## config.mk

```make
export PLATFORM = sky130hd
export DESIGN_NAME = apb_slave_mem
export DESIGN_NICKNAME = d
export VERILOG_FILES = /design/src/rtl/apb_slave_mem.sv
export SDC_FILE = /design/constraint.sdc
export NUM_CORES = 2
export LEC_CHECK = 0
export CORE_MARGIN = 5
export CORE_UTILIZATION = 25
export CTS_BUF_LIST = sky130_fd_sc_hd__clkbuf_4
export CTS_CLUSTER_DIAMETER = 40
export DETAILED_ROUTE_END_ITERATION = 8
export PLACE_DENSITY_LB_ADDON = 0.05
export SLEW_MARGIN = 25
export SYNTH_ARGS = -nofsm -noshare
export SYNTH_HDL_FRONTEND = slang
export SYNTH_SLANG_ARGS = --single-unit
```

## constraint.sdc

```tcl
create_clock -name PCLK -period 4.95 [get_ports PCLK]
set_clock_uncertainty 0.15 [all_clocks]
set_input_delay 1.2375 -clock PCLK [delete_from_list [all_inputs] [get_ports PCLK]]
set_output_delay 1.2375 -clock PCLK [all_outputs]
set_load 0.05 [all_outputs]
```

## src/rtl/apb_slave_mem.sv

```systemverilog
// APB slave backed by a small word-addressed memory.
//   PCLK/PRESETn           : clock, async active-low reset (clears memory too)
//   PSEL/PENABLE/PWRITE    : APB control
//   PADDR/PWDATA/PSTRB     : byte address, write data, byte enables
//   PRDATA/PREADY/PSLVERR  : read data, completion, error (valid only with PREADY)
module apb_slave_mem #(
  parameter int unsigned ADDR_WIDTH  = 8,
  parameter int unsigned DATA_WIDTH  = 32,
  parameter int unsigned STRB_WIDTH  = DATA_WIDTH / 8,
  parameter int unsigned MEM_DEPTH   = 64,
  parameter int unsigned WAIT_STATES = 1
) (
  input  logic                  PCLK,
  input  logic                  PRESETn,
  input  logic                  PSEL,
  input  logic                  PENABLE,
  input  logic                  PWRITE,
  input  logic [ADDR_WIDTH-1:0] PADDR,
  input  logic [DATA_WIDTH-1:0] PWDATA,
  input  logic [STRB_WIDTH-1:0] PSTRB,
  output logic [DATA_WIDTH-1:0] PRDATA,
  output logic                  PREADY,
  output logic                  PSLVERR
);

  localparam int unsigned IDX_W  = ADDR_WIDTH - 2;
  localparam int unsigned MIDX_W = (MEM_DEPTH > 1) ? $clog2(MEM_DEPTH) : 1;
  localparam logic [3:0]  WS     = 4'(WAIT_STATES);

  typedef enum logic [1:0] {IDLE, SETUP, ACCESS} state_e;

  state_e                  state_q, state_d;
  logic [ADDR_WIDTH-1:0]   addr_q, addr_d;
  logic                    write_q, write_d;
  logic [DATA_WIDTH-1:0]   wdata_q, wdata_d;
  logic [STRB_WIDTH-1:0]   strb_q, strb_d;
  logic [3:0]              cnt_q, cnt_d;
  logic [DATA_WIDTH-1:0]   mem_q [MEM_DEPTH];
  logic [DATA_WIDTH-1:0]   mem_d [MEM_DEPTH];

  logic [IDX_W-1:0]        idx;
  logic [MIDX_W-1:0]       midx;
  logic                    err;

  // Decode always works on the address latched at SETUP->ACCESS, so the
  // master may change PADDR once the transfer has been captured.
  always_comb begin
    idx  = addr_q[ADDR_WIDTH-1:2];
    midx = idx[MIDX_W-1:0];
    err  = (32'(idx) >= MEM_DEPTH) || (addr_q[1:0] != 2'b00);
  end

  always_comb begin
    PREADY  = (state_q == ACCESS) && (cnt_q == WS);
    PSLVERR = PREADY && err;
    PRDATA  = (PREADY && !err && !write_q) ? mem_q[midx] : '0;
  end

  always_comb begin
    state_d = state_q;
    addr_d  = addr_q;
    write_d = write_q;
    wdata_d = wdata_q;
    strb_d  = strb_q;
    cnt_d   = cnt_q;
    mem_d   = mem_q;
    unique case (state_q)
      IDLE: begin
        if (PSEL && !PENABLE) state_d = SETUP;
      end
      SETUP: begin
        if (!PSEL) begin
          state_d = IDLE;
        end else if (PENABLE) begin
          state_d = ACCESS;
          addr_d  = PADDR;
          write_d = PWRITE;
          wdata_d = PWDATA;
          strb_d  = PSTRB;
          cnt_d   = '0;
        end
      end
      ACCESS: begin
        if (PREADY) begin
          if (write_q && !err) begin
            for (int unsigned i = 0; i < STRB_WIDTH; i++) begin
              if (strb_q[i]) mem_d[midx][i*8 +: 8] = wdata_q[i*8 +: 8];
            end
          end
          // Master already presenting the next setup phase: skip IDLE.
          state_d = (PSEL && !PENABLE) ? SETUP : IDLE;
        end else if (!PSEL || !PENABLE) begin
          state_d = IDLE;
        end else if (cnt_q < WS) begin
          cnt_d = cnt_q + 4'd1;
        end
      end
      default: state_d = IDLE;
    endcase
  end

  always_ff @(posedge PCLK or negedge PRESETn) begin
    if (!PRESETn) begin
      state_q <= IDLE;
      addr_q  <= '0;
      write_q <= 1'b0;
      wdata_q <= '0;
      strb_q  <= '0;
      cnt_q   <= '0;
      for (int unsigned w = 0; w < MEM_DEPTH; w++) mem_q[w] <= '0;
    end else begin
      state_q <= state_d;
      addr_q  <= addr_d;
      write_q <= write_d;
      wdata_q <= wdata_d;
      strb_q  <= strb_d;
      cnt_q   <= cnt_d;
      mem_q   <= mem_d;
    end
  end

endmodule

```

==> out/metrics.csv <==
metric;value;unit
coreArea;375800;um2
ys_warn_count;0;
dieArea;390000;um2
die_h;624.5;um
grt_util_met1;0.3016;
yosys-top-cells-count;dfrtp_1 (2,099), mux2_2 (1,914), nand2_1 (492), a22oi_1 (441), clkbuf_1 (430);
synthArstFlopShare;1.000;
finalPower;45.31;mW
drt_pass1_iterations;5;
synth_fa_ha_area_frac;0.0003977;
cts_root_buf;clkbuf_4;
place_area;105000;um2
p_per_area;378.3;nW/um2
synth_compound_area_frac;0.1095;
initial_core_util;0.2512;
worst_pin_slew;1092;ps
synth_edf_count;0;
synth.most_common_cell;dfrtp_1;
drive_above_1_share;0.4981;
total_leakage_power;56.00;nW
met2_usage;0.3606;
timing_hold_violations_final;0;
synthTopCellsByArea;dfrtp_1 (56%), mux2_2 (23%), a22oi_1 (3.5%);
crit_path_end_kind;output pin;
ir_drop;0.2686;mV
port_buffers;82;
synthFlopType;dfrtp_1;
fp.dieW;624.5;um
vias_per_cell;5.103;
ctsLongestPathBuffers;4;
synth_top_family_by_area;multiplexers;
grt_first_pass_wirelength;612700;um
grt-ovfl-total;0;
layout_min_cycle_time;5905;ps
slew_headroom;0.2694;
drv_slew;0;
fin_area;119800;um2
finalWorstSetupSlack;-954.8;ps
placement_rows;225;
wl_per_cell;33.46;um
hpwl;289400;um
vias;68940;
synth_simple_gate_area_frac;0.03326;
syn_inst;7180;
ant_nets;0;
drv_cap;0;
rsz0062_at_grt;yes;
clk_pin_slew;60;ps
grt_antenna_before_repair;25;
max_clock_freq;169.4;MHz
start_kind;register;
wl;452000;um
grt_pass1_vias;72370;
synth_xor_area_frac;0;
r2r-start;addr_q[2]$_DFFE_PN0P_;
yosys.area.top_type;dfrtp_1;
met3_usage;0.03932;
cp_data_required_time;3560;ps
cts_tree;built;
area_growth;26.91;%
timing.final.crit_share;1.193;
grt_max_degree;143;
synth_top_cell_area_share;0.5564;
syn_area_per_cell;13.15;um2
place.gp.congestion;0.8258;
first_iter_violations;4288;
hold_class;in -> async;
setup_viol;32;
htree_levels;6;
critPathArrivalTime;4520;ps
synth_seq_area_share;0.5564;
cts.sink_count;2099;
path_class;reg -> out;
syn_nets;7232;
ios;83;
hold_slack;207.4;ps
grt_use_total;0.2224;
status;finished with violations;
synth-seq-cells;2099;
syn-cell-area;94390;um2
top_usage_layer;met2;
cts_buffers;655;
drcViolationCount;0;
clkLatencyLatePin;1590;ps
final_nets;8142;
synth_cell_types;64;
critPathMaxFanout;8;
fill_cells;38060;
muxShareOfSynthArea;0.2737;
cp-startpoint;addr_q[3]$_DFFE_PN0P_;
violations;negative setup slack;
## state kept, by name (all words and copies together), names as in the netlist
name     flops
mem_q     2048
strb_q       4
state_q      2
addr_q       8
write_q      1
cnt_q        4
wdata_q     32
## cell usage in the layout (no fill, tap or decap), types with 22 or more instances in the layout
cell type / synthesis / routed
clkbuf_4: 0 / 912
a22oi_2: 0 / 80
dfrtp_2: 0 / 32
o21ai_0: 170 / 78
buf_16: 0 / 54
dlygate4sd3_1: 0 / 27
diode_2: 0 / 23
clkdlybuf4s50_1: 0 / 47
mux2_1: 165 / 165
clkinv_1: 1 / 85
o22ai_2: 0 / 25
buf_4: 11 / 456
mux2i_1: 139 / 122
a22oi_1: 441 / 361
buf_6: 0 / 77
a221oi_1: 230 / 171
a221oi_2: 0 / 51
nand2_1: 492 / 481
a21oi_1: 218 / 176
dfrtp_1: 2099 / 2063
a21oi_2: 0 / 37
o21ai_2: 0 / 49
a22o_1: 73 / 58
mux4_2: 46 / 46
o22ai_1: 94 / 68
nor2_1: 139 / 123
o22a_1: 25 / 22
o21ai_1: 0 / 36
o221ai_1: 43 / 27
mux2_2: 1914 / 1912
buf_12: 0 / 148
o211ai_1: 34 / 34
## worst max-delay path: stages (launching register included)
cell	delay [ps]
dfrtp_4	490
buf_12	160
buf_6	140
nor2_4	140
buf_12	160
buf_12	150
buf_16	180
buf_6	120
a221oi_1	60
nor2_1	140
o21ai_2	100
o211a_4	230
a41oi_4	540
buf_6	180
buf_12	120
## through the flow
step / TNS [ps] / std cells / setup WS (ps) / util
6_report: -26290 / 13510 / -954.8 / 0.3187
5_1_grt: -31060 / 13490 / -1070 / 0.3186
4_1_cts: -35600 / 13410 / -1203 / 0.3118
3_5_place_dp: -3942 / 12220 / -683.3 / 0.2793
3_3_place_gp: -6924 / 12220 / -877.0 / 0.2791
2_1_floorplan: 0 / 7180 / 692.1 / -
## final timing paths
check                                           to  slack (ps)  depth (start not counted)
max                                     PRDATA[27]        -950                         14
max in group asynchronous  wdata_q[22]$_DFFE_PN0P_        2920                          3
min in group PCLK           wdata_q[0]$_DFFE_PN0P_         240                          3
min reg2reg                  addr_q[0]$_DFFE_PN0P_         320                          2
max reg2reg                mem_q[2043]$_DFFE_PN0P_         800                          9
min                        mem_q[1741]$_DFFE_PN0P_         210                          2
## routing by layer
layer | up-vias | share of wire
met5 | - | 0.00011
met4 | 8 | 0.035
met3 | 700 | 0.048
met2 | 1901 | 0.47
met1 | 37180 | 0.45
li1 | 29150 | -
## final cells by class
cell class	count	area [um2]	share of cell area
Clock inverter	148	1036	0.008648
Tap cell	4994	6248	0.05216
Antenna cell	23	57.56	0.0004805
Clock buffer	912	6847	0.05715
Inverter	23	91.34	0.0007625
Sequential cell	2099	52580	0.4389
Timing Repair Buffer	853	10460	0.08729
Multi-Input combinational cell	4458	42480	0.3546
## logic make-up (layout without fill, tap and decap cells)
logic type               Yosys count  after routing
AO/OA/AOI/OAI                   1442           1442
AND/OR/NAND/NOR                  749            749
multiplexers                    2264           2264
other                              0             23
flip-flops                      2099           2099
adder cells (fa/ha/maj)            3              3
buffers and inverters            623           1936
## power breakdown
part           leakage, nW  internal (mW)  switching [mW]  total [mW]
combinational         22.1           3.27            7.03        10.3
sequential            29.2           17.3           0.468        17.7
clock                 4.69           9.11            8.18        17.3
## timing repair
item,4_1_cts,5_1_grt
resized for setup,566,303
hold endpoints to repair,293,0
endpoints found under the setup margin,34,32
cloned,29,19
pin swaps,129,157
hold buffers,27,0
buffers inserted,77,75
Power figures use the tool's default switching activity.
